$ cat config.mk
export PLATFORM = sky130hd
export DESIGN_NAME = fifo_wr_arbiter
export DESIGN_NICKNAME = d
export VERILOG_FILES = /design/src/rtl/fifo_arb_pkg.sv /design/src/rtl/fifo_wr_arbiter_rr_pick.sv /design/src/rtl/fifo_wr_arbiter.sv
export SDC_FILE = /design/constraint.sdc
export NUM_CORES = 1
export LEC_CHECK = 0
export CORE_UTILIZATION = 43
export DETAILED_ROUTE_END_ITERATION = 10
export GPL_ROUTABILITY_DRIVEN = 0
export GPL_TIMING_DRIVEN = 0
export MAX_ROUTING_LAYER = met4
export PLACE_DENSITY = 0.85
export SYNTH_ARGS = -nofsm -noshare
export SYNTH_HDL_FRONTEND = slang
export SYNTH_HIERARCHICAL = 1
export SYNTH_SLANG_ARGS = --single-unit
$ cat constraint.sdc
create_clock -name clk -period 2.55 [get_ports clk]
set_clock_uncertainty 0.1 [all_clocks]
set_input_delay 0.255 -clock clk [delete_from_list [all_inputs] [get_ports clk]]
set_output_delay 0.255 -clock clk [all_outputs]
set_load 0.005 [all_outputs]
$ cat src/rtl/fifo_arb_pkg.sv
// Shared types and defaults for the round-robin FIFO write arbiter.
// Used by fifo_wr_arbiter and rr_pick.
package fifo_arb_pkg;

   typedef enum logic {
      ARB_IDLE  = 1'b0,
      ARB_BURST = 1'b1
   } arb_state_t;

   localparam int DEFAULT_MAX_BURST = 4;

endpackage

$ cat src/rtl/fifo_wr_arbiter_rr_pick.sv
// Combinational round-robin picker: first asserted request strictly after
// last_i, wrapping modulo N. Produces a one-hot winner and its index.
module rr_pick
   import fifo_arb_pkg::*;
#(
   parameter int N  = 4,
   parameter int IW = 2
) (
   input  logic [N-1:0]  req_i,
   input  logic [IW-1:0] last_i,
   output logic [N-1:0]  win_o,
   output logic [IW-1:0] win_idx_o,
   output logic          any_o
);

   always_comb begin
      int  cand;
      logic found;
      win_o     = '0;
      win_idx_o = '0;
      found     = 1'b0;
      cand      = 0;
      // Offsets 1..N visit every requester once, the previous winner last.
      for (int off = 1; off <= N; off++) begin
         cand = int'(last_i) + off;
         if (cand >= N) cand = cand - N;
         for (int j = 0; j < N; j++) begin
            if (!found && (j == cand) && req_i[j]) begin
               found     = 1'b1;
               win_o[j]  = 1'b1;
               win_idx_o = IW'(j);
            end
         end
      end
      any_o = found;
   end

endmodule

$ cat src/rtl/fifo_wr_arbiter.sv
// Round-robin write arbiter sharing one FIFO write port between NUM_REQ producers.
// Define FIFO_ARB_STATS_EN to add grant_cnt, per-requester 16-bit accepted-beat counters.
module fifo_wr_arbiter
   import fifo_arb_pkg::*;
#(
   parameter int NUM_REQ   = 4,
   parameter int DATA_W    = 8,
   parameter int MAX_BURST = DEFAULT_MAX_BURST
) (
   input  logic                      clk,
   input  logic                      reset,
   input  logic [NUM_REQ-1:0]        req,
   input  logic [NUM_REQ*DATA_W-1:0] req_data,
   input  logic [NUM_REQ-1:0]        req_last,
   output logic [NUM_REQ-1:0]        ack,
   output logic [NUM_REQ-1:0]        grant,
   output logic                      busy,
   input  logic                      fifo_full,
   output logic                      fifo_wr_en,
   output logic [DATA_W-1:0]         fifo_data_in
`ifdef FIFO_ARB_STATS_EN
   ,
   output logic [NUM_REQ*16-1:0]     grant_cnt
`endif
);

   localparam int IDX_W = $clog2(NUM_REQ);
   localparam int CNT_W = $clog2(MAX_BURST + 1);
   localparam logic [CNT_W-1:0] BURST_END = CNT_W'(MAX_BURST);
   localparam logic [IDX_W-1:0] LAST_INIT = IDX_W'(NUM_REQ - 1);

   arb_state_t           state_q;
   logic [NUM_REQ-1:0]   grant_q;
   logic [IDX_W-1:0]     owner_q;
   logic [IDX_W-1:0]     last_winner_q;
   logic [CNT_W-1:0]     beat_cnt_q;
   logic [CNT_W-1:0]     beat_cnt_d;

   logic [NUM_REQ-1:0]   pick_win;
   logic [IDX_W-1:0]     pick_idx;
   logic                 pick_any;
   logic                 owner_req;
   logic                 owner_last;
   logic                 wr_en;
   logic                 burst_done;
   logic [NUM_REQ-1:0]   ack_w;

   rr_pick #(.N(NUM_REQ), .IW(IDX_W)) u_rr_pick (
      .req_i     (req),
      .last_i    (last_winner_q),
      .win_o     (pick_win),
      .win_idx_o (pick_idx),
      .any_o     (pick_any)
   );

   // grant_q is zero outside BURST, so masking gives the owner's signals directly.
   assign owner_req  = |(req & grant_q);
   assign owner_last = |(req_last & grant_q);
   assign wr_en      = (state_q == ARB_BURST) & owner_req & ~fifo_full;
   assign beat_cnt_d = beat_cnt_q + CNT_W'(1);
   assign burst_done = wr_en & (owner_last | (beat_cnt_d == BURST_END));
   assign ack_w      = wr_en ? grant_q : '0;

   assign ack        = ack_w;
   assign grant      = grant_q;
   assign busy       = (state_q == ARB_BURST);
   assign fifo_wr_en = wr_en;

   always_comb begin
      fifo_data_in = '0;
      for (int i = 0; i < NUM_REQ; i++) begin
         if (grant_q[i]) fifo_data_in = req_data[i*DATA_W +: DATA_W];
      end
   end

   always_ff @(posedge clk or posedge reset) begin
      if (reset) begin
         state_q       <= ARB_IDLE;
         grant_q       <= '0;
         owner_q       <= '0;
         last_winner_q <= LAST_INIT;
         beat_cnt_q    <= '0;
      end else begin
         case (state_q)
            ARB_IDLE: begin
               if (pick_any) begin
                  grant_q    <= pick_win;
                  owner_q    <= pick_idx;
                  beat_cnt_q <= '0;
                  state_q    <= ARB_BURST;
               end
            end
            ARB_BURST: begin
               if (wr_en) beat_cnt_q <= beat_cnt_d;
               // An abandoned burst (owner req low) ends like a completed one.
               if (burst_done || !owner_req) begin
                  state_q       <= ARB_IDLE;
                  grant_q       <= '0;
                  last_winner_q <= owner_q;
               end
            end
            default: state_q <= ARB_IDLE;
         endcase
      end
   end

`ifdef FIFO_ARB_STATS_EN
   logic [15:0] stat_cnt_q [NUM_REQ];

   always_ff @(posedge clk or posedge reset) begin
      if (reset) begin
         for (int i = 0; i < NUM_REQ; i++) stat_cnt_q[i] <= '0;
      end else begin
         for (int i = 0; i < NUM_REQ; i++) begin
            if (ack_w[i]) stat_cnt_q[i] <= stat_cnt_q[i] + 16'd1;
         end
      end
   end

   always_comb begin
      grant_cnt = '0;
      for (int i = 0; i < NUM_REQ; i++) grant_cnt[i*16 +: 16] = stat_cnt_q[i];
   end
`endif

endmodule
==> out/summary.txt, run 1 <==
minimum clock period - 2.48 ns
largest net degree at the start of global routing - 13
met3 WL - 291 µm
Tightest Hold Check Type - in -> async
top_reg_cell synth - dfrtp_1
Die Ht - 55.1 µm
Crit Path Class - reg -> out
CP max-delay cell - clkdlybuf4s50_1
Slew Limit Fails - 0
all-layer global routing usage - 26.2%
initial antenna violation count - 0
post-synthesis cell area - 1210 µm²
Synth-to-Final Area Change - 58.0%
Final Non-Filler Cells - 241
Cells after Synth - 146
share of cells above drive strength 1 - 14.2%
clk buf depth - 2
Core Rows - 18
sequential-to-total area share from yosys stat - 25.0%
metal1 wirelength - 1520 µm
Seq pwr share - 22.5%
Max Cap Violations - 0
Detail Route Antenna Nets - 0
Int Pwr - 972 µW
Startpoint Class - register
setup TNS - 0 ns
fin nets - 257
Achievable Freq - 402 MHz
CTS tree - yes
Inserted Clock Buffers - 3
Yosys Warn Count - 6
CTS Sinks - 12
grt total ovfl - 0
pre-CTS setup slack - -0.174 ns
Yosys cell types - 44
clock slew at reported path FFs - 0.09 ns
vias per inst - 5.90
Antenna Cells - 0
worst-path maximum fanout - 8
port buffer count - 60
post-cts hold buffer count - 0
final wirelength - 3840 µm
Min Hold Slack - 0.170 ns
Logic pwr share - 67.7%
Residual DRC - 0
RSZ-0062 raised after global routing - no
Horiz. Die Dim - 55.1 µm
Switching Share - 41.8%
final count of negative-setup-slack endpoints - 0
Final Worst Setup Slack - 0.0652 ns
Hold Fails Final Rpt - 0
Clock power frac - 9.8%
Tightest Pin Transition - 0.475 ns
Req. time, crit path - 2.19 ns
placed cells - 236
Initial Utilization - 47.2%
Slew headroom - 68.3%
CP peak stage delay - 0.56 ns
average size of a mapped cell - 8.30 µm²
highest metal used - met4
IO Count - 61
Max VDD drop - 0.611 mV
LEAKAGE - 0.807 nW
critical path arrival - 2.13 ns
DP HPWL - 3010 µm
Via Count - 1423
outcome - finished clean
Finished Cell Area - 1920 µm²
Fillers - 202
H-tree level count - 1
Clk Latency, worst-skew pair - 0.29 ns
switching pwr - 699 µW
core area - 2570 µm²
metal2 WL - 2000 µm
Tcrit/Tclk final - 97.4%
drt first-iter violations - 28
first-pass GRT wire length - 5590 µm
vias in the first global route - 1311
Cell Pwr Density - 872 nW/µm²
Routed WL per cell - 15.9 µm
post-synth net total - 191
die area - 3040 µm²
fraction of registers with async set/reset - 100%
area post-placement - 1850 µm²
#FFs+latches synth - 12
CP cell instances - nor2b_1 -> clkbuf_2 -> a221oi_1 -> o31ai_1 -> clkdlybuf4s50_1
drt pass-1 iters - 4
number of synthesized flops with an enable pin - 0
CP Capture Type - output port
CTS root buf - clkbuf_4
[cell type report]
class | count | area, µm² | area share, %
sequential | 12 | 303 | 15.8
clock buffer | 4 | 36.3 | 1.89
multi-input combinational | 118 | 826 | 43.1
buffer | 12 | 76.3 | 3.98
tap | 30 | 37.5 | 1.96
inverter | 4 | 15.0 | 0.784
timing repair buffer | 61 | 622 | 32.5
[cell usage after synthesis (3+ instances only)]
| library cell | count | share of area [%] |
|---|---|---|
| a21oi_1 | 3 | 1.2 |
| a221oi_1 | 8 | 5.8 |
| a31o_2 | 4 | 2.9 |
| and2_1 | 5 | 2.6 |
| buf_6 | 3 | 2.8 |
| clkbuf_1 | 8 | 2.5 |
| dfrtp_1 | 10 | 21 |
| inv_1 | 4 | 1.2 |
| mux2i_1 | 6 | 5.0 |
| nand2_1 | 23 | 7.1 |
| nor2_1 | 7 | 2.2 |
| nor2b_1 | 12 | 6.2 |
| o21ai_0 | 4 | 1.7 |
| o31ai_1 | 8 | 5.0 |
[power by group through the flow]
stage	clock network, mW	registers (mW)	logic, mW
floorplan	0	0.349	0.649
global placement	0	0.370	1.06
detailed placement	0	0.376	1.10
finish	0.164	0.376	1.13
global route	0.165	0.387	1.22
CTS	0.160	0.372	1.13
[placed cells by master (no fill, tap or decap), types with 2 or more instances in the layout]
master,synthesis,layout
clkbuf_4,0,3
o21ai_0,4,4
nand3_1,2,2
dfrtp_1,10,10
mux2i_1,6,6
nand2b_1,2,2
inv_1,4,4
and4_1,2,2
buf_6,3,3
nand2_1,23,23
ha_1,2,2
o21bai_1,2,2
a22o_1,2,2
a21oi_1,3,3
clkbuf_2,0,5
o311ai_0,2,2
a311oi_1,2,2
nor2_1,7,7
and2_1,5,5
clkbuf_1,8,2
a211oi_2,2,2
dfstp_2,2,2
o31ai_1,8,8
a31o_2,4,4
clkdlybuf4s50_1,0,58
o21ai_1,2,2
a221oi_1,8,8
nor2b_1,12,12
buf_2,1,2
[metal layers]
metal / vias up / track usage [%]
met5: - / -
met3: 3 / 5.74
met1: 686 / 27.2
li1: 672 / -
met4: 0 / 4.58
met2: 62 / 50.4
[cell families after synthesis]
group / count (synthesis) / share of synthesized area (%)
AOI/OAI and AO/OA: 51 / 35.1
xor gates and xnor gates: 1 / 0.723
adders and majority gates: 2 / 2.06
buffers and inverters: 16 / 6.91
DFF: 12 / 25.0
muxes: 7 / 6.19
and+or+nand+nor: 57 / 24.0
[timing repair]
| action | in CTS | in global routing |
|---|---|---|
| buffers inserted | 1 | 0 |
| setup endpoints to repair | 13 | 8 |
| gates resized for setup | 5 | 6 |
| pin swaps | 1 | 0 |
[path summary, 6_finish.rpt]
| path | startpoint | end | slack, ns | cells past startpoint |
|---|---|---|---|---|
| worst max register to register | beat_cnt_q[0] | grant[3] | 0.69 | 5 |
| max in group asynchronous | reset | last_winner_q[1] | 1.84 | 2 |
| min in group clk | beat_cnt_q[2] | beat_cnt_q[2] | 0.40 | 1 |
| worst min-delay path | reset | busy | 0.17 | 2 |
| worst max-delay path | grant[0] | fifo_data_in[7] | 0.07 | 5 |
| worst min register to register | beat_cnt_q[2] | beat_cnt_q[2] | 0.40 | 1 |
[critical path: cells and delay by family, from the launching register on]
| kind | cells | cell delay (ns) |
|---|---|---|
| DFF | 1 | 0.50 |
| and+or+nand+nor | 1 | 0.17 |
| buffers and inverters | 2 | 0.77 |
| AOI/OAI and AO/OA | 2 | 0.40 |
[sequential cells by signal, indices dropped and copies added (netlist names)]
signal	flops
beat_cnt_q	3
busy	1
last_winner_q	2
owner_q	2
grant	4
[stage by stage]
step           power [mW]  utilization, %
4_1_cts              1.66            74.4
3_3_place_gp         1.43            72.1
5_1_grt              1.77            74.6
2_1_floorplan       0.998               -
3_5_place_dp         1.48            72.1
6_report             1.67            74.6
Power figures use the tool's default switching activity.
==> run 2, diff against run 1 <==
- GPL_ROUTABILITY_DRIVEN: 0 -> default
- GPL_TIMING_DRIVEN: 0 -> default
==> out/summary.txt, run 2 (same netlist as run 1, synthesis figures left out) <==
outcome - finished clean
minimum clock period - 2.35 ns
core area - 2570 µm²
CP cell instances - a22oi_2 -> a211oi_4 -> buf_4 -> clkdlybuf4s50_1
Tot Pwr - 1.62 mW
Crit Path Class - reg -> out
Routability Congestion - 0.831
Tcrit/Tclk final - 92.3%
Seq pwr share - 24.1%
Routed WL per cell - 14.7 µm
CP max-delay cell - clkdlybuf4s50_1
Detail Route Antenna Nets - 0
Tightest Hold Check Type - in -> async
Slew headroom - 71.0%
Clock power frac - 9.3%
all-layer global routing usage - 26.0%
Horiz. Die Dim - 55.1 µm
Residual DRC - 0
RSZ-0062 raised after global routing - no
Clk Latency, worst-skew pair - 0.27 ns
Die Ht - 55.1 µm
Initial Utilization - 47.2%
Req. time, crit path - 2.19 ns
Fillers - 202
CP peak stage delay - 0.50 ns
CTS Sinks - 12
Cell Pwr Density - 856 nW/µm²
Antenna Cells - 0
Via Count - 1411
most frequent cells in the layout - clkdlybuf4s50_1 (60), nand2_1 (23), nor2b_1 (12), dfrtp_1 (10), buf_4 (10)
setup TNS - 0 ns
commonest non-fill, non-tap cell in the layout - clkdlybuf4s50_1
Final Non-Filler Cells - 238
Inserted Clock Buffers - 3
grt total ovfl - 0
clk buf depth - 2
Switching Share - 40.6%
Core Rows - 18
Tightest Pin Transition - 0.434 ns
Max VDD drop - 0.690 mV
Logic pwr share - 66.6%
drt pass-1 iters - 4
final wirelength - 3500 µm
Max Cap Violations - 0
IO Count - 61
CTS root buf - clkbuf_4
CTS tree - yes
drt first-iter violations - 36
Synth-to-Final Area Change - 56.1%
CP Capture Type - output port
port buffer count - 60
final count of negative-setup-slack endpoints - 0
area post-placement - 1860 µm²
CP top delay family - buffers and inverters
Startpoint Class - register
DP HPWL - 2720 µm
share of cells above drive strength 1 - 13.9%
Achievable Freq - 425 MHz
R2R depth - 5
Int Pwr - 962 µW
Levels on crit path - 4
Setup Fix Bufs, Post-CTS - 0
post-cts hold buffer count - 0
Slew Limit Fails - 0
Finished Cell Area - 1890 µm²
switching pwr - 658 µW
clock slew at reported path FFs - 0.08 ns
fin nets - 254
LEAKAGE - 0.786 nW
first-pass GRT wire length - 5510 µm
placed cells - 234
initial antenna violation count - 0
worst-path maximum fanout - 7
critical path arrival - 2.00 ns
vias per inst - 5.93
die area - 3040 µm²
largest net degree at the start of global routing - 22
vias in the first global route - 1338
H-tree level count - 1
CP bufs+invs - 2
Hold Fails Final Rpt - 0
max reg flops - 4
Post-CTS Resized - 0
## run 2: per-layer routing
metal | GRT usage, % | part of all wire [%] | vias to the layer above
met5 | - | 0 | -
met3 | 6.28 | 6.9 | 4
met2 | 48.8 | 52 | 63
li1 | - | - | 667
met4 | 5.00 | 0.40 | 0
met1 | 27.5 | 41 | 677
## run 2: final cells by class
class | instances | area [µm²] | area share [%]
multi-input combinational | 118 | 826 | 43.6
sequential | 12 | 303 | 16.0
tap | 30 | 37.5 | 1.98
inverter | 4 | 15.0 | 0.793
timing repair buffer | 70 | 676 | 35.7
clock buffer | 4 | 36.3 | 1.92
## run 2: worst paths after layout
path | from | end | slack [ns]
min in group clk | owner_q[1] | owner_q[1] | 0.41
worst max register to register | grant[0] | beat_cnt_q[2] | 0.71
worst max-delay path | grant[0] | fifo_wr_en | 0.20
worst min register to register | owner_q[1] | owner_q[1] | 0.41
worst min-delay path | reset | busy | 0.17
max in group asynchronous | reset | last_winner_q[1] | 1.85
## run 2: worst reg2reg max path, stage by stage, from the launching register on
cell      delay, ns
dfrtp_1        0.48
a22oi_2        0.17
a211oi_4       0.37
buf_4          0.22
mux2_4         0.30
mux2i_1        0.14
## run 2: metrics by stage
stage / utilization (%) / hold slack, ns / setup slack, ns
floorplan: - / 0.0183 / 0.920
global placement: 72.3 / 0.390 / 0.250
detailed placement: 72.3 / 0.395 / 0.235
CTS: 73.7 / 0.177 / 0.174
global route: 73.7 / 0.221 / 0.0654
finish: 73.7 / 0.174 / 0.196
## run 2: power groups by stage
stage                     logic [mW]  registers (mW)  clock network (mW)
after detailed placement        1.08           0.392                   0
after global placement          1.05           0.386                   0
final                           1.08           0.390               0.150
after floorplan                0.649           0.349                   0
after global routing            1.18           0.401               0.167
after CTS                       1.09           0.388               0.157
==> run 3, diff against run 2 <==
- ABC_AREA: default -> 1
- CORE_UTILIZATION: 43 -> 45
==> out/summary.txt, run 3 <==
post-synthesis cell area - 1370 µm²
Detail Route Antenna Nets - 0
reg2reg start - last_winner_q[0]
R2R depth - 14
Residual DRC - 20
Crit Path Class - reg -> reg
Antenna Cells - 0
setup TNS - 0 ns
Tot Pwr - 1.76 mW
Achievable Freq - 426 MHz
Post-Route Utilization - 73.9%
H-tree level count - 1
worst-path maximum fanout - 8
area post-placement - 2030 µm²
Synth-to-Final Area Change - 51.6%
Initial Utilization - 48.7%
Req. time, crit path - 2.64 ns
commonest non-fill, non-tap cell in the layout - nand2_1
Slew headroom - 71.6%
CP max-delay cell - dfstp_2
minimum clock period - 2.35 ns
CP top delay family - simple AND/OR/NAND/NOR gates
Clk Latency, worst-skew pair - 0.27 ns
Reg area - 304 µm²
most common cell in the synthesized netlist - nand2_1
Routability Congestion - 0.938
initial antenna violation count - 0
Yosys cell types - 27
LEAKAGE - 0.989 nW
Via Count - 1645
R2R Setup Slk - 0.20 ns
first-pass GRT wire length - 6470 µm
Cells after Synth - 226
Slew Limit Fails - 0
post-cts hold buffer count - 0
critical path arrival - 2.44 ns
outcome - finished with violations
largest net degree at the start of global routing - 22
met3 Track Usage GR - 6.58%
CP peak stage delay - 0.63 ns
max reg flops - 4
Area contributors post-synth - nand2_1 (21%), dfrtp_1 (18%), nor2_1 (7.4%)
Inserted Clock Buffers - 3
CP bufs+invs - 2
CP cell instances - nor2_2 -> nand2_1 -> nand2_2 -> nor2_4 -> nand4_4 -> nor2_4 -> nand4_4 -> nor3_4 -> nand4_1 -> inv_1 -> nor2_2 -> inv_2 -> nand2_1 -> o21ai_1
met1 Track Usage GR - 32.4%
Max Cap Violations - 0
Min Hold Slack - 0.172 ns
grt total ovfl - 0
fin nets - 338
#FFs+latches synth - 12
port buffer count - 60
Cell Pwr Density - 852 nW/µm²
final wirelength - 3970 µm
area of the multi-input gates - 923 µm²
drt first-iter violations - 157
most instantiated cells after synthesis - nand2_1 (76), nor2_1 (27), inv_1 (25)
final count of negative-setup-slack endpoints - 0
post-synth top area share - 20.9%
RSZ-0062 raised after global routing - no
CTS tree - yes
Tcrit/Tclk final - 92.1%
largest area contributor in the netlist - nand2_1
fraction of registers with async set/reset - 100%
Finished Cell Area - 2070 µm²
Setup crit end - beat_cnt_q[2]
clk buf depth - 2
share of cells above drive strength 1 - 14.7%
Setup Fix Bufs, Post-CTS - 0
failing checks - design-rule violations
Die Ht - 57.1 µm
Fillers - 249
CTS root buf - clkbuf_4
Routed WL per cell - 12.3 µm
GR Layer Usage met2 - 44.2%
top_reg_cell synth - dfrtp_1
Max VDD drop - 0.653 mV
Tightest Hold Check Type - in -> async
sequential-to-total area share from yosys stat - 22.2%
clock slew at reported path FFs - 0.08 ns
vias per inst - 5.09
layer with the highest usage - met2
Horiz. Die Dim - 57.1 µm
Hold Fails Final Rpt - 0
drt pass-1 iters - 7
average size of a mapped cell - 6.05 µm²
vias in the first global route - 1458
most frequent cells in the layout - nand2_1 (76), clkdlybuf4s50_1 (60), nor2_1 (26), inv_1 (25), a21oi_1 (17)
core area - 2810 µm²
Yosys Warn Count - 6
DP HPWL - 3260 µm
IO Count - 61
post-synth net total - 271
Startpoint Class - register
Tightest Pin Transition - 0.426 ns
number of synthesized flops with an enable pin - 0
Crit Reg-Reg Endpoint - beat_cnt_q[2]
die area - 3260 µm²
Levels on crit path - 14
all-layer global routing usage - 26.1%
Post-CTS Resized - 0
CP Capture Type - register
Setup crit start - last_winner_q[0]
CTS Sinks - 12
Core Rows - 19
==> run 3: layer usage <==
metal | vias up | routed length (µm)
met5 | - | 0
met4 | 0 | 15
met3 | 2 | 415
met2 | 71 | 1840
met1 | 714 | 1700
li1 | 858 | -
==> run 3: worst min path at each step <==
stage / end / slack, ns / depth (start not counted)
after floorplan: beat_cnt_q[0] / 0.02 / 1
after global placement: owner_q[0] / 0.36 / 2
after detailed placement: owner_q[1] / 0.37 / 2
after CTS: beat_cnt_q[0] / 0.18 / 2
after global routing: beat_cnt_q[0] / 0.22 / 2
final: beat_cnt_q[0] / 0.17 / 2
==> run 3: area by class of cell <==
type,instances,share of cell area (%)
clock buffer,4,1.75
inverter,31,5.62
multi-input combinational,178,44.6
sequential,12,14.7
tap,31,1.87
timing repair buffer,67,31.5
==> run 3: through the flow <==
| step | worst slack, ns | instances |
|---|---|---|
| final | 0.203 | 323 |
| after detailed placement | 0.141 | 319 |
| after global routing | 0.00800 | 323 |
| after floorplan | 0.407 | 226 |
| after CTS | 0.124 | 323 |
| after global placement | 0.208 | 319 |
==> run 3: kinds of logic (layout without fill, tap and decap cells) <==
logic type | Yosys count | count (layout) | share of synthesized area (%)
flops | 12 | 12 | 22.2
simple gates | 146 | 146 | 52.7
fa+ha+maj | 2 | 2 | 1.83
buf+inv | 36 | 102 | 10.8
compound gates | 30 | 30 | 12.5
==> run 3: power breakdown <==
part	total (mW)	internal (mW)	switching, mW
clock	0.145	0.0867	0.0584
combinational	1.23	0.559	0.669
sequential	0.393	0.271	0.121
==> RTL change 1 (config.mk and constraints of run 1) <==
The package constant `DEFAULT_MAX_BURST` goes from 4 to 8.
--- a/src/rtl/fifo_arb_pkg.sv
+++ b/src/rtl/fifo_arb_pkg.sv
@@ -8,5 +8,5 @@
    } arb_state_t;
 
-   localparam int DEFAULT_MAX_BURST = 4;
+   localparam int DEFAULT_MAX_BURST = 8;
 
 endpackage
Formal check against the unedited RTL: not equivalent (a bounded check fails within 10 cycles, from zero or initial values and one cycle with reset high).
==> RTL change 1 against run 1 <==
- routed wire length down 7.6%
- area after synthesis is 0.10% lower
- sequential cell count up 1
- total power is 10% higher
- via count shrank 6.1%
- setup slack better by 58 ps
- die area fell by 0.11%
- final area down 2.3%
==> RTL change 1: results (changes against run 1) <==
| Metric | Value |
|---|---|
| DR WL/cell | 14.83 um (was 15.92 um) |
| DR pass1 iterations | 4 (unchanged) |
| Worst-path clk slew | 90 ps (about the same) |
| Num CTS Buffers | 3 (unchanged) |
| Met2 Use GR | 41.16% (was 50.40%) |
| Final hold vios | 0 (unchanged) |
| Status | finished clean (unchanged) |
| GRT Util Overall | 23.93% (was 26.18%) |
| CTS root buf | clkbuf_4 (unchanged) |
| Post-synth net total | 190 (was 191) |
| Arr. time, crit path | 2070 ps (was 2130 ps) |
| Post-synthesis adder-cell area fraction | 1.033% (was 2.064%) |
| Grt met3 use | 5.464% (was 5.738%) |
| Leakage | 0.7715 nW (was 0.8067 nW) |
| Slew @ Worst Pin | 496.2 ps (was 474.9 ps) |
| Detailed Place HPWL | 2.758 mm (was 3.008 mm) |
| Sequential element share of the synthesized area | 27.07% (was 24.97%) |
| Vias in the first global route | 1,149 (was 1,311) |
| Post-synth ARST share | 100.0% (unchanged) |
| Synth warnings | 6 (unchanged) |
| Ratio of cells with drive above 1 in the final layout | 13.40% (was 14.22%) |
| Post-DP Area | 1849 um2 (was 1851 um2) |
| Htree depth | 1 (unchanged) |
| Number of setup buffers added after CTS | 0 (was 1) |
| Met1 Track Usage GR | 27.30% (was 27.18%) |
| Clock Latency Late Sink | approximately 300 ps |
| Synth Area per Inst | 8.296 um2 (was 8.304 um2) |
| Drt initial violations | 37 (was 28) |
| Mux cell area share after synthesis | 5.475% (was 6.192%) |
| Fin cells | 239 (was 241) |
| Critical-path maximum fanout | 10 (was 8) |
| Top cells by count, synth | nand2_1 (27), nor2b_1 (12), dfrtp_1 (11), a221oi_1 (8), o31ai_1 (8) (was nand2_1 (23), nor2b_1 (12), dfrtp_1 (10)) |
| Maximum vdd drop | 0.6912 mV (was 0.6107 mV) |
| Largest net degree at the start of global routing | 14 (was 13) |
| Pre-CTS setup slack | -68.83 ps (was -174.4 ps) |
| Max clock buf depth | 2 (unchanged) |
| Initial antenna violation count | 0 (unchanged) |
| Dpl cells | 236 (unchanged) |
| DR vias/cell | 5.590 (was 5.905) |
| Hold crit path type | in2async (unchanged) |
| Distinct cell type count after synthesis | 46 (was 44) |
| Global-route wire length before repair | 5.037 mm (was 5.589 mm) |
| Post-cts repair resize count | 2 (was 5) |
| Synth Area in XOR/XNOR | 0% (was 0.7224%) |
| Synth Area in Compound Gates | 34.40% (was 35.09%) |
| Final #Nets | 254 (was 257) |
| PortBufs | 60 (unchanged) |
| Area contributors post-synth | dfrtp_1 (23%), nand2_1 (8.4%), nor2b_1 (6.2%) (was dfrtp_1 (21%), nand2_1 (7.1%), nor2b_1 (6.2%)) |
| N_diodes | 0 (unchanged) |
==> RTL change 1: cell types whose count changed after synthesis, moves of 2 or more <==
cell	run 1	this run
mux2i_1	6	1
mux2_4	1	3
clkbuf_1	8	5
o21ai_0	4	7
buf_2	1	3
o311ai_0	2	0
a311oi_1	2	0
a31o_2	4	0
nand2_1	23	27
and4_1	2	0
==> RTL change 1: critical path: stages (launching register included) <==
cell	delay (ps)
dfrtp_1	450
a22o_2	280
o211a_4	260
buf_2	170
and2_1	170
clkdlybuf4s50_1	450
==> RTL change 1: power breakdown <==
group,internal [mW],switching (mW),total (mW)
sequential,0.296,0.0790,0.375
combinational,0.753,0.575,1.33
clock,0.0611,0.0777,0.139
total,1.11,0.732,1.84
==> RTL change 1: cell type report <==
type                       count  area (um2)
multi-input combinational    116       789.5
tap                           30       37.54
fill                         199       695.7
sequential                    13       327.8
clock buffer                   4       26.28
inverter                       4       15.01
buffer                        12       77.57
timing repair buffer          60       598.1
==> RTL change 1: metrics by stage <==
| step | setup TNS [ps] | utilization (%) |
|---|---|---|
| after floorplan | 0 | - |
| after global placement | -99.54 | 72.03 |
| after detailed placement | -198.1 | 72.03 |
| after CTS | 0 | 72.95 |
| after global routing | 0 | 72.90 |
| final | 0 | 72.90 |
==> RTL change 1: metal layers <==
layer | part of all wire [%] | vias up
li1 | - | 652
met1 | 41 | 619
met2 | 47 | 60
met3 | 11 | 5
met4 | 1.1 | 0
met5 | 0 | -
==> RTL change 1: logic make-up (layout without fill, tap and decap cells) <==
logic type               Yosys count  after routing
multiplexers                       5              5
adder cells (fa/ha/maj)            1              1
AO/OA/AOI/OAI                     51             51
AND/OR/NAND/NOR                   59             59
flip-flops                        13             13
buffers and inverters             17             80
==> RTL change 1: path summary, 6_finish.rpt <==
kind,startpoint,endpoint,slack (ps),cells past startpoint
max in group asynchronous,reset,last_winner_q[1],1830,2
min,reset,owner_q[1],170,2
max,grant[1],ack[1],120,5
min reg2reg,owner_q[1],owner_q[1],400,2
max reg2reg,grant[2],last_winner_q[1],790,5
min in group clk,owner_q[1],owner_q[1],400,2
==> RTL change 2 (flow settings as in run 1) <==
Without the edit above. Build with the macro `FIFO_ARB_STATS_EN` defined.
--- a/src/rtl/fifo_wr_arbiter.sv
+++ b/src/rtl/fifo_wr_arbiter.sv
@@ -1,4 +1,6 @@
 // Round-robin write arbiter sharing one FIFO write port between NUM_REQ producers.
 // Define FIFO_ARB_STATS_EN to add grant_cnt, per-requester 16-bit accepted-beat counters.
+`define FIFO_ARB_STATS_EN
+
 module fifo_wr_arbiter
    import fifo_arb_pkg::*;
Behaviour (old outputs only; new: grant_cnt): unchanged (Yosys induction, for registers that start in step).
==> RTL change 2 against run 1 <==
- routed wire length rose to 2.8 times the old value
- total power rose by 150%
- final cell count rose to 2.8 times the old value
- setup slack improved by 8.7 ps
- area after synthesis rose to 3.4 times the old value
- synthesized cell count rose to 2.7 times the old value
- final area rose to 3.0 times the old value
- non-clock buffer count rose by 70
- sequential cell count rose by 64
- critical endpoint is now ack[1]
- highest routed layer unchanged
==> RTL change 2: results (changes against run 1) <==
| Metric | Value |
|---|---|
| Clock Latency Late Sink | 350 ps (was 290 ps) |
| R2R cell count | 5 (unchanged) |
| Top delay family on crit path | buffers and inverters (unchanged) |
| Hold crit path type | in2async (unchanged) |
| Dpl cells | 646 (was 236) |
| Slew @ Worst Pin | 568.7 ps (was 474.9 ps) |
| Global-route wire length before repair | 17.71 mm (was 5.589 mm) |
| DR WL/cell | 16.10 um (was 15.92 um) |
| Post-synth ARST share | 100.0% (unchanged) |
| Num CTS Buffers | 9 (was 3) |
| Crit-path slowest cell | clkdlybuf4s50_1 (unchanged) |
| Post-DP Area | 5549 um2 (was 1851 um2) |
| CTS root buf | clkbuf_8 (was clkbuf_4) |
| Max incr delay on CP | 430 ps (was 560 ps) |
| Arr. time, crit path | ~2100 ps |
| Leakage | 2.587 nW (was 0.8067 nW) |
| Cells after Synth | 392 (was 146) |
| Detailed Place HPWL | 7.869 mm (was 3.008 mm) |
| Sequential element share of the synthesized area | 46.26% (was 24.97%) |
| Max clock buf depth | 2 (unchanged) |
| Max reg flops | 64 (was 4) |
| Largest net degree at the start of global routing | 68 (was 13) |
| Distinct cell type count after synthesis | 54 (was 44) |
| Drt initial violations | 202 (was 28) |
| Status | finished clean (unchanged) |
| Synth warnings | 6 (unchanged) |
| Worst-path clk slew | around 80 ps |
| Top cells by count, synth | dfrtp_1 (74), nand2_1 (49), xnor2_1 (42), nand3_1 (27), xor2_1 (19) (was nand2_1 (23), nor2b_1 (12), dfrtp_1 (10)) |
| Maximum vdd drop | 0.3647 mV (was 0.6107 mV) |
| Htree depth | 3 (was 1) |
| Post-synth net total | 441 (was 191) |
| Critical-path maximum fanout | 10 (was 8) |
| GRT Util Overall | 23.46% (was 26.18%) |
| DR vias | 3,548 (was 1,423) |
| Initial antenna violation count | 0 (unchanged) |
| DR pass1 iterations | 4 (unchanged) |
| PortBufs | 124 (was 60) |
| N_diodes | 0 (unchanged) |
| Ys flop type | dfrtp_1 (unchanged) |
| Pre-CTS setup slack | -264.7 ps (was -174.4 ps) |
| Final #Nets | 579 (was 257) |
| Vias in the first global route | 3,630 (was 1,311) |
| Fin cells | 664 (was 241) |
| Area contributors post-synth | dfrtp_1 (45%), xnor2_1 (8.9%), nand2_1 (4.5%) (was dfrtp_1 (21%), nand2_1 (7.1%), nor2b_1 (6.2%)) |
| Ratio of cells with drive above 1 in the final layout | 12.34% (was 14.22%) |
==> RTL change 2: cell types whose count changed after synthesis, moves of 5 or more <==
cell,before,now
nor3_1,0,9
nor2_1,7,14
and3_1,0,9
dfrtp_1,10,74
a22o_1,2,7
nand4_1,0,17
xnor2_1,0,42
nand3_1,2,27
inv_1,4,11
xor2_1,1,19
nand2_1,23,49
==> RTL change 2: metal layers <==
layer	global-route usage [%]	up-vias	part of all wire, %
met4	9.502	0	2.0
met1	27.39	1753	43
met2	38.57	104	50
met5	-	-	0
met3	6.198	20	5.0
li1	-	1671	-
==> RTL change 2: cell families (layout without fill, tap and decap cells) <==
| logic type | Yosys count | after routing | share of synthesized area (%) |
|---|---|---|---|
| adder cells (fa/ha/maj) | 6 | 6 | 1.824 |
| XOR/XNOR | 61 | 61 | 12.98 |
| AO/OA/AOI/OAI | 60 | 60 | 14.41 |
| multiplexers | 7 | 7 | 1.854 |
| flip-flops | 76 | 76 | 46.26 |
| buffers and inverters | 28 | 171 | 3.404 |
| AND/OR/NAND/NOR | 154 | 154 | 19.27 |
==> RTL change 2: metrics by stage <==
stage / utilization, % / setup TNS [ps] / power [mW] / hold slack, ps
floorplan: - / 0 / 2.479 / 285.3
global placement: 59.73 / -67750 / 3.184 / 356.9
detailed placement: 60.05 / -724.7 / 3.261 / 360.9
CTS: 62.59 / 0 / 4.153 / 37.60
global route: 62.99 / -9.162 / 4.384 / 39.02
finish: 62.99 / 0 / 4.124 / 50.99
==> RTL change 2: cell type report <==
type,count,area [um2]
multi-input combinational,288,2108
clock inverter,5,27.53
timing repair buffer,127,1299
tap,129,161.4
buffer,16,128.9
sequential,76,1907
fill,741,3420
clock buffer,11,141.4
inverter,12,47.55
==> RTL change 2: final timing paths <==
check | start | end | slack (ps)
setup / recovery | grant[0] | ack[1] | 70
max in group asynchronous | reset | last_winner_q[1] | 1700
hold / removal | reset | grant_cnt[44] | 50
hold reg to reg | grant_cnt[63] | grant_cnt[63] | 370
setup reg to reg | grant[0] | last_winner_q[0] | 540
min in group clk | grant_cnt[63] | grant_cnt[63] | 370
==> RTL change 2: power by group <==
part,leakage (nW),total [mW],internal [mW],switching (mW)
combinational,1.47,1.80,0.908,0.889
sequential,1.03,1.52,1.35,0.172
clock,0.0889,0.807,0.373,0.433
==> RTL change 2: repair_timing <==
item	CTS	global route
endpoints found under the hold margin	0	0
setup buffers	2	0
pin swaps	2	0
resized for setup	20	12
endpoints found under the setup margin	13	9
